`src/rtl/mem_port_arbiter_pkg.sv`:
```
// Shared types for the CiM SRAM port arbiter.
//   mem_src_t   : requester identity, index doubles as priority (0 = highest)
//   arb_state_t : arbiter mode (free arbitration or burst lock)
//   NUM_MEM_SRC : number of requesters sharing one bank
package mem_port_arbiter_pkg;

  localparam int unsigned NUM_MEM_SRC = 3;

  typedef enum logic [1:0] {
    BUS_FSM   = 2'd0,
    LOGIC_FSM = 2'd1,
    MAC       = 2'd2
  } mem_src_t;

  typedef enum logic {
    ARB_FREE   = 1'b0,
    ARB_LOCKED = 1'b1
  } arb_state_t;

endpackage

```
`src/rtl/mem_port_arbiter_rd_tag_pipe.sv`:
```
// Read-return tag pipeline: delays {valid, src} of each issued read by RD_LAT
// cycles so the read data arriving from the SRAM is steered to its issuer.
//   clk, rst_n : clock, asynchronous active-low clear (flushes in-flight tags)
//   in_valid   : a read command is on the SRAM port this cycle
//   in_src     : source that issued that read
//   rd_valid   : one-hot per-source flag aligned with the SRAM read data
module rd_tag_pipe
  import mem_port_arbiter_pkg::*;
#(
  parameter int unsigned NUM_SRC = NUM_MEM_SRC,
  parameter int unsigned RD_LAT  = 1
) (
  input  logic               clk,
  input  logic               rst_n,
  input  logic               in_valid,
  input  mem_src_t           in_src,
  output logic [NUM_SRC-1:0] rd_valid
);

  logic [RD_LAT-1:0]      vld;
  logic [RD_LAT-1:0][1:0] src;

  always_ff @(posedge clk or negedge rst_n) begin
    if (!rst_n) begin
      vld <= '0;
      src <= '0;
    end else begin
      vld[0] <= in_valid;
      src[0] <= in_src;
      for (int unsigned i = 1; i < RD_LAT; i++) begin
        vld[i] <= vld[i-1];
        src[i] <= src[i-1];
      end
    end
  end

  always_comb begin
    rd_valid = '0;
    for (int unsigned i = 0; i < NUM_SRC; i++) begin
      if (vld[RD_LAT-1] && (src[RD_LAT-1] == i[1:0])) rd_valid[i] = 1'b1;
    end
  end

endmodule

```
`src/rtl/mem_port_arbiter.sv`:
```
// Arbiter sharing one single-port CiM SRAM bank between the bus FSM, the
// compute-control FSM and the MAC. Fixed priority (lower index wins), with a
// starvation override and an optional burst lock; one access per cycle.
//   req_valid/write/lock/addr/wdata : per-source request, held until req_ready
//   req_ready  : one-hot grant (combinational)
//   rd_valid   : per-source read-return strobe, rd_data shared
//   mem_*      : registered SRAM command; mem_rdata returns RD_LAT later
//   lock_owner : burst owner, meaningful while locked
//   locked     : arbiter is in burst-lock mode
module mem_port_arbiter
  import mem_port_arbiter_pkg::*;
#(
  parameter int unsigned NUM_SRC      = NUM_MEM_SRC,
  parameter int unsigned ADDR_W       = 11,
  parameter int unsigned DATA_W       = 16,
  parameter int unsigned RD_LAT       = 1,
  parameter int unsigned STARVE_LIMIT = 8
) (
  input  logic                           clk,
  input  logic                           rst_n,
  input  logic [NUM_SRC-1:0]             req_valid,
  input  logic [NUM_SRC-1:0]             req_write,
  input  logic [NUM_SRC-1:0]             req_lock,
  input  logic [NUM_SRC-1:0][ADDR_W-1:0] req_addr,
  input  logic [NUM_SRC-1:0][DATA_W-1:0] req_wdata,
  output logic [NUM_SRC-1:0]             req_ready,
  output logic [NUM_SRC-1:0]             rd_valid,
  output logic [DATA_W-1:0]              rd_data,
  output logic                           mem_en,
  output logic                           mem_we,
  output logic [ADDR_W-1:0]              mem_addr,
  output logic [DATA_W-1:0]              mem_wdata,
  input  logic [DATA_W-1:0]              mem_rdata,
  output logic [1:0]                     lock_owner,
  output logic                           locked
);

  localparam logic [3:0] STARVE_MAX = 4'(STARVE_LIMIT);

  arb_state_t               state, state_nxt;
  mem_src_t                 owner, owner_nxt;
  logic [NUM_SRC-1:0][3:0]  starve_cnt;
  logic [NUM_SRC-1:0]       starving;
  logic                     grant_any;
  logic                     starve_hit;
  mem_src_t                 grant_src;
  logic                     cmd_rd;
  mem_src_t                 cmd_src;

  // State register
  always_ff @(posedge clk or negedge rst_n) begin
    if (!rst_n) begin
      state <= ARB_FREE;
      owner <= BUS_FSM;
    end else begin
      state <= state_nxt;
      owner <= owner_nxt;
    end
  end

  always_comb begin
    starving = '0;
    for (int unsigned i = 0; i < NUM_SRC; i++) begin
      starving[i] = req_valid[i] && (starve_cnt[i] == STARVE_MAX);
    end
  end

  // Grant selection: a starving source beats both the lock and fixed priority
  always_comb begin
    starve_hit = 1'b0;
    grant_any  = 1'b0;
    grant_src  = BUS_FSM;
    for (int unsigned i = 0; i < NUM_SRC; i++) begin
      if (!starve_hit && starving[i]) begin
        starve_hit = 1'b1;
        grant_any  = 1'b1;
        grant_src  = mem_src_t'(i[1:0]);
      end
    end
    if (!starve_hit) begin
      if (state == ARB_LOCKED) begin
        grant_any = req_valid[owner];
        grant_src = owner;
      end else begin
        for (int unsigned i = 0; i < NUM_SRC; i++) begin
          if (!grant_any && req_valid[i]) begin
            grant_any = 1'b1;
            grant_src = mem_src_t'(i[1:0]);
          end
        end
      end
    end
    req_ready = '0;
    if (grant_any && rst_n) req_ready[grant_src] = 1'b1;
  end

  // Next state
  always_comb begin
    state_nxt = state;
    owner_nxt = owner;
    unique case (state)
      ARB_FREE: begin
        if (grant_any && !starve_hit && req_lock[grant_src]) begin
          state_nxt = ARB_LOCKED;
          owner_nxt = grant_src;
        end
      end
      ARB_LOCKED: begin
        if (starve_hit || !req_valid[owner] || !req_lock[owner]) state_nxt = ARB_FREE;
      end
      default: state_nxt = ARB_FREE;
    endcase
  end

  always_ff @(posedge clk or negedge rst_n) begin
    if (!rst_n) begin
      starve_cnt <= '0;
    end else begin
      for (int unsigned i = 0; i < NUM_SRC; i++) begin
        if (req_valid[i] && !req_ready[i]) begin
          if (starve_cnt[i] != 4'hF) starve_cnt[i] <= starve_cnt[i] + 4'd1;
        end else begin
          starve_cnt[i] <= '0;
        end
      end
    end
  end

  // Registered SRAM command; address and data hold when idle
  always_ff @(posedge clk or negedge rst_n) begin
    if (!rst_n) begin
      mem_en    <= 1'b0;
      mem_we    <= 1'b0;
      mem_addr  <= '0;
      mem_wdata <= '0;
      cmd_rd    <= 1'b0;
      cmd_src   <= BUS_FSM;
    end else begin
      mem_en  <= grant_any;
      mem_we  <= grant_any && req_write[grant_src];
      cmd_rd  <= grant_any && !req_write[grant_src];
      cmd_src <= grant_src;
      if (grant_any) begin
        mem_addr  <= req_addr[grant_src];
        mem_wdata <= req_wdata[grant_src];
      end
    end
  end

  rd_tag_pipe #(
    .NUM_SRC (NUM_SRC),
    .RD_LAT  (RD_LAT)
  ) u_rd_tag_pipe (
    .clk      (clk),
    .rst_n    (rst_n),
    .in_valid (cmd_rd),
    .in_src   (cmd_src),
    .rd_valid (rd_valid)
  );

  assign rd_data    = mem_rdata;
  assign lock_owner = owner;
  assign locked     = (state == ARB_LOCKED);

endmodule

```
`config.mk`:
```
export PLATFORM = sky130hd
export DESIGN_NAME = mem_port_arbiter
export DESIGN_NICKNAME = d
export VERILOG_FILES = /design/src/rtl/mem_port_arbiter_pkg.sv /design/src/rtl/mem_port_arbiter_rd_tag_pipe.sv /design/src/rtl/mem_port_arbiter.sv
export SDC_FILE = /design/constraint.sdc
export NUM_CORES = 1
export LEC_CHECK = 0
export CORE_ASPECT_RATIO = 1.5
export CORE_MARGIN = 2
export CORE_UTILIZATION = 44
export CTS_BUF_LIST = sky130_fd_sc_hd__clkbuf_4 sky130_fd_sc_hd__clkbuf_8
export CTS_CLUSTER_SIZE = 25
export DETAILED_ROUTE_END_ITERATION = 7
export PLACE_DENSITY = 0.88
export SKIP_LAST_GASP = 1
export SYNTH_ARGS = -nofsm -noshare
export SYNTH_HDL_FRONTEND = slang
export SYNTH_SLANG_ARGS = --single-unit
```
`constraint.sdc`:
```
create_clock -name clk -period 7 [get_ports clk]
set_input_delay 1.4 -clock clk [delete_from_list [all_inputs] [get_ports clk]]
set_output_delay 1.4 -clock clk [all_outputs]
set_load 0.02 [all_outputs]
```
=== After elaboration in Yosys (flattened, before gate mapping) ===
Index checks and enable logic that the tools add are counted.

* Add/sub/neg operators: 3
* $mul: 0
* Divide/modulo/power cells: 0
* Magnitude comparators: 3
* Equality and inequality tests: 11
* Shift-type cells: 0
* Multiplexer cells: 46
* Bitwise logic cells: 1
* Reduce and logical (&&, ||, !) cells: 35

{| class="wikitable"
|+ Operators with widths
! kind !! number
|-
| $bmux 16 s2 || 1
|-
| $mux 4 || 6
|-
| $mux 1 || 23
|-
| $bmux 11 s2 || 1
|-
| $logic_and 1x1->1 || 20
|-
| $mux 16 || 1
|-
| $add 4x1->4 const B || 3
|-
| $eq 4x4->1 const B || 3
|-
| $mux 2 || 6
|-
| $ne 4x4->1 const B || 3
|-
| $logic_not 1->1 || 11
|-
| $mux 11 || 1
|-
| $bmux 1 s2 || 4
|-
| $lt 2x3->1 const B || 2
|-
| $ne 2x1->1 const B || 3
|-
| $mux 3 || 1
|-
| $demux 1 s2 || 1
|-
| $eq 2x1->1 const B || 1
|-
| $eq 2x2->1 const B || 1
|-
| $ge 2x1->1 const B || 1
|-
| $logic_not 2->1 || 1
|-
| $logic_or 1x1->1 || 2
|-
| $pmux 1 s2 || 1
|-
| $reduce_and 2->1 || 1
|-
| $not 1->1 || 1
|}

* Register bits after elaboration: 50
* Bits in latches: 0
* Memory bits (writable): 0
* Bits in read-only memories: 0
* Input bits: 108
* Output and inout bits: 54
* Logic and storage cells: 112
* Memories kept: 0

=== Logic depth before layout (Yosys ltp) ===
* Depth after elaboration: 32
* Mapped depth: 10
* Mapped depth without buffers: 7

=== Modules after synthesis ===
From an unflattened synthesis, not the netlist that was laid out.

* Cell total of the unflattened synthesis: 287
* Area total of the unflattened synthesis: 2813.9 µm²

{| class="wikitable"
|+ By module, submodules not included
! module !! times used !! cells each !! area each (µm²) !! seq. area each (µm²)
|-
| mem_port_arbiter || 1 || 281 || 2708.8 || 1176.1
|-
| rd_tag_pipe || 1 || 6 || 105.1 || 75.1
|}

=== Worst setup path after synthesis ===
No wires, ideal clock.

* Path type: input to output
* Start point: input port req_valid[1]
* End point: output port req_ready[1]
* Arrival time: 2.928 ns
* Data required time: 5.600 ns
* Setup slack: 2.672 ns
* Stages: 7
* Buffers on the path: 3
* Path through: buf_4 or3b_1 a21o_1 o31ai_4 buf_6 buf_6 and3_1

* Cells in the longest elaborated chain, start to end: 26
* Elaborated cells on any way between the ends: 37
* Classes of those cells: order compare (2); mux (23); reduce/logical (12)

{| class="wikitable"
|+ Ends and longest elaborated chain
! element !! RTL line !! RTL
|-
| from (decl) || mem_port_arbiter.sv:21 || <nowiki>input logic [NUM_SRC-1:0] req_valid,</nowiki>
|-
| $logic_and 1x1->1 || mem_port_arbiter.sv:64 || <nowiki>starving[i] = req_valid[i] && (starve_cnt[i] == STARVE_MAX);</nowiki>
|-
| $logic_and 1x1->1 || mem_port_arbiter.sv:74 || <nowiki>if (!starve_hit && starving[i]) begin</nowiki>
|-
| $mux 1 || mem_port_arbiter.sv:74 ||
|-
| $logic_not 1->1 || mem_port_arbiter.sv:74 ||
|-
| $logic_and 1x1->1 || mem_port_arbiter.sv:74 ||
|-
| $mux 1 || mem_port_arbiter.sv:74 ||
|-
| $logic_not 1->1 || mem_port_arbiter.sv:86 || <nowiki>if (!grant_any && req_valid[i]) begin</nowiki>
|-
| $logic_and 1x1->1 || mem_port_arbiter.sv:86 ||
|-
| (+10 left out) || - ||
|-
| $mux 2 || mem_port_arbiter.sv:86 ||
|-
| $mux 2 || mem_port_arbiter.sv:81 || <nowiki>if (state == ARB_LOCKED) begin</nowiki>
|-
| $mux 2 || mem_port_arbiter.sv:80 || <nowiki>if (!starve_hit) begin</nowiki>
|-
| $lt 2x3->1 (implied by the code) or $ge 2x1->1 (tied branches) || mem_port_arbiter.sv:94 || <nowiki>if (grant_any && rst_n) req_ready[grant_src] = 1'b1;</nowiki>
|-
| $logic_and 1x1->1 (implied by the code) || mem_port_arbiter.sv:94 ||
|-
| $mux 1 (implied by the code) || mem_port_arbiter.sv:94 ||
|-
| $demux 1 s2 || mem_port_arbiter.sv:94 ||
|-
| $mux 3 (*) || mem_port_arbiter.sv:94 ||
|-
| to (decl) || mem_port_arbiter.sv:26 || <nowiki>output logic [NUM_SRC-1:0] req_ready,</nowiki>
|}

Every way passes the cells marked *; elsewhere a longest branch is shown, timed or not. The select of a mux whose other input is x is not followed.

=== Final worst setup path ===
Ends and elaborated chain as after synthesis.

==> results_dict.tcl <==
set metrics [dict create \
    routed_via_density 5.94 \
    antenna_cells 0 \
    maxCapViolCount 0 \
    pwr-share-comb_pct 53.4 \
    postRouteAntennaNets 0 \
    nets 506 \
    arrival_ps 3830 \
    p_per_area_mw_per_mm2 327 \
    cts.clk_slew.worst_paths_ps 90 \
    synthesis.instances 291 \
    async_flop_share_pct 100 \
    io_buffers 129 \
    syn-cell-area_mm2 0.00300 \
    ir_drop_mv 0.185 \
    sequentialPowerShare_pct 34.6 \
    fin_crit_ps 5230 \
    worstReg2RegEnd "mem_we" \
    syn2layout_area_growth_pct 41.6 \
    cts-resized-gates 0 \
    cts_buffers 5 \
    whs_path_depth 0 \
    critPathLaunchType "input port" \
    reg2reg_depth 8 \
    cp_max_fo 10 \
    drive_gt1_share_pct 5.09 \
    rsz0062_at_grt "false" \
    finalSetupTns_ps 0 \
    final-max-slew-violation-count 0 \
    pin_count 162 \
    switching_share_pct 40.2 \
    synth_top_area_share_pct 41.7 \
    syn_nets 405 \
    hp-class "reg -> reg" \
    clock_power_share_pct 12.0 \
    fmax_mhz 191 \
    dieArea_mm2 0.00752 \
    cts_buffer_depth 2 \
    clk_latency_ps 300 \
    hpwl_mm 6.42 \
    fin_ws_ps 1770 \
    cts.sinks 50 \
    wl_per_cell_um 18.6 \
    tightest_slew_ps 1110 \
    grt_pass1_vias 2700 \
    finalHoldViolCount 0 \
    cts_hold_buf 0 \
    cts-root-buf "clkbuf_8" \
    fin_util_pct 65.1 \
    post_synth.cell_area_avg_um2 10.3 \
    path_class "in -> out" \
    ys_seq_elements 50 \
    dp.cells 461 \
    ys_top_cells_by_area "dfrtp_1 (42%), mux2i_1 (11%), a32oi_1 (8.2%)" \
    synth_top_area_cell "dfrtp_1" \
    p_leak_nw 1.86 \
    dr.first_iter.drc_count 173 \
    period_share_pct 74.8 \
    yosysWarnings 0 \
    grt_pass1_wl_mm 13.8 \
    die_h_um 105 \
    required_ps 5600 \
    core_mm2 0.00653 \
    drcViolationCount 0 \
    die_w_um 71.5 \
    setup_viol 0 \
    skew_ps 11.4 \
    fin_cells 469 \
    grtUsageTotal_pct 22.9 \
    min_to "u_rd_tag_pipe.vld" \
    synth.distinct_cells 50 \
    startpoint "req_valid[1]" \
    slew_headroom_pct 25.9 \
    r2r-start "starve_cnt[8]" \
    rows 36 \
    synth_edf_count 0 \
    grt_antenna_before_repair 0 \
    status "finished, final reports clean" \
    num_vias 2785 \
    initial_utilization_pct 46.0 \
    p_int_mw 0.831 \
    grt_max_degree 33 \
    first_pass_iters 4 \
    routed_wl_mm 8.72 \
    synthFlopType "dfrtp_1" \
    tritoncts "built" \
    place.gp.congestion 0.898 \
    overflow 0 \
    worstHoldStart "cmd_rd" \
    dp_slack_ps 1760 \
    critPathCaptureType "output pin" \
    postCtsSetupBuffers 0 \
    r2r_slack_ps 4050 \
    ys_seq_area_share_pct 41.7 \
    h-tree-depth 2 \
    switchingPower_mw 0.559 \
]
-- worst max-delay path: stages --
cell and delay (ps):
clkdlybuf4s50_1 720, or3b_1 430, a21o_1 240, o31ai_4 250, and3_1 190, clkdlybuf4s50_1 610
-- routing by layer --
layer	wire (µm)	share of wire, %	GRT usage (%)	vias to the layer above
met3	434	5.0	3.09	21
met5	0	0	0	-
li1	-	-	-	1305
met1	3310	38	28.3	1367
met2	4730	54	40.1	92
met4	239	2.7	8.22	0
-- metrics by stage --
stage	instance area, µm²	total power, mW	hold WS [ps]
floorplan	3000	0.924	331
global placement	4160	1.20	333
detailed placement	4160	1.23	336
CTS	4250	1.40	357
global route	4250	1.48	364
finish	4250	1.39	353
-- worst max-delay path by stage --
stage                               to  slack (ps)  cells past startpoint
final                     req_ready[1]        1770                      6
after global routing      req_ready[1]        1690                      6
after CTS                 req_ready[1]        1770                      6
after detailed placement  req_ready[1]        1760                      6
after global placement    req_ready[1]        1800                      6
after floorplan           req_ready[1]        2670                      7
-- synth_stat cells (all sizes together), types with 2 or more instances --
library cell / instances
dfrtp: 50
buf: 33
mux2i: 32
a32oi: 28
o22ai: 27
nor2: 18
nand3: 10
inv: 9
nand2: 9
nor3: 8
clkbuf: 6
ha: 6
nor3b: 6
a31oi: 3
and2: 3
nand4b: 3
o21ai: 3
xnor2: 3
a21oi: 2
and3: 2
and4b: 2
nand2b: 2
nand3b: 2
nor2b: 2
nor4b: 2
o31ai: 2
or3: 2
-- sequential cells by signal, summed over array words and instances, names as in the netlist --
signal             cells
cmd_rd                 1
cmd_src                2
lock_owner             2
locked                 1
mem_addr              11
mem_en                 1
mem_wdata             16
mem_we                 1
starve_cnt            12
u_rd_tag_pipe.src      2
u_rd_tag_pipe.vld      1
-- power groups by stage --
stage | Sequential (mW) | Clock (mW) | Combinational [mW]
finish | 0.481 | 0.167 | 0.742
global placement | 0.477 | 0 | 0.728
floorplan | 0.577 | 0 | 0.347
CTS | 0.479 | 0.174 | 0.748
detailed placement | 0.485 | 0 | 0.748
global route | 0.496 | 0.186 | 0.795
-- cells by family after synthesis --
| logic type | Yosys count | synth area share [%] |
|---|---|---|
| simple gates | 75 | 14.4 |
| compound gates | 77 | 20.4 |
| flops | 50 | 41.7 |
| fa+ha+maj | 6 | 2.50 |
| buf+inv | 48 | 9.50 |
| mux | 32 | 10.7 |
| xor+xnor | 3 | 0.875 |
-- layout make-up --
| class | instances | area, µm² |
|---|---|---|
| clock buffer | 5 | 68.8 |
| clock inverter | 3 | 21.3 |
| fill | 540 | 2280 |
| inverter | 9 | 33.8 |
| multi-input combinational | 193 | 1470 |
| sequential | 50 | 1250 |
| tap | 76 | 95.1 |
| timing repair buffer | 133 | 1320 |
-- cell usage in the layout, fill, tap and decap left out, drive strengths merged, types with 2 or more instances in the layout --
| cell | n |
|---|---|
| clkdlybuf4s50 | 128 |
| dfrtp | 50 |
| mux2i | 32 |
| a32oi | 28 |
| o22ai | 27 |
| nor2 | 18 |
| nand3 | 10 |
| inv | 9 |
| nand2 | 9 |
| nor3 | 8 |
| nor3b | 6 |
| ha | 6 |
| clkbuf | 5 |
| buf | 5 |
| nand4b | 3 |
| and2 | 3 |
| o21ai | 3 |
| xnor2 | 3 |
| a31oi | 3 |
| and4b | 2 |
| nor2b | 2 |
| nand2b | 2 |
| and3 | 2 |
| nand3b | 2 |
| or3 | 2 |
| a21oi | 2 |
| nor4b | 2 |
| o31ai | 2 |
| clkinv | 2 |
No activity file was read; power rests on OpenSTA's default activity.
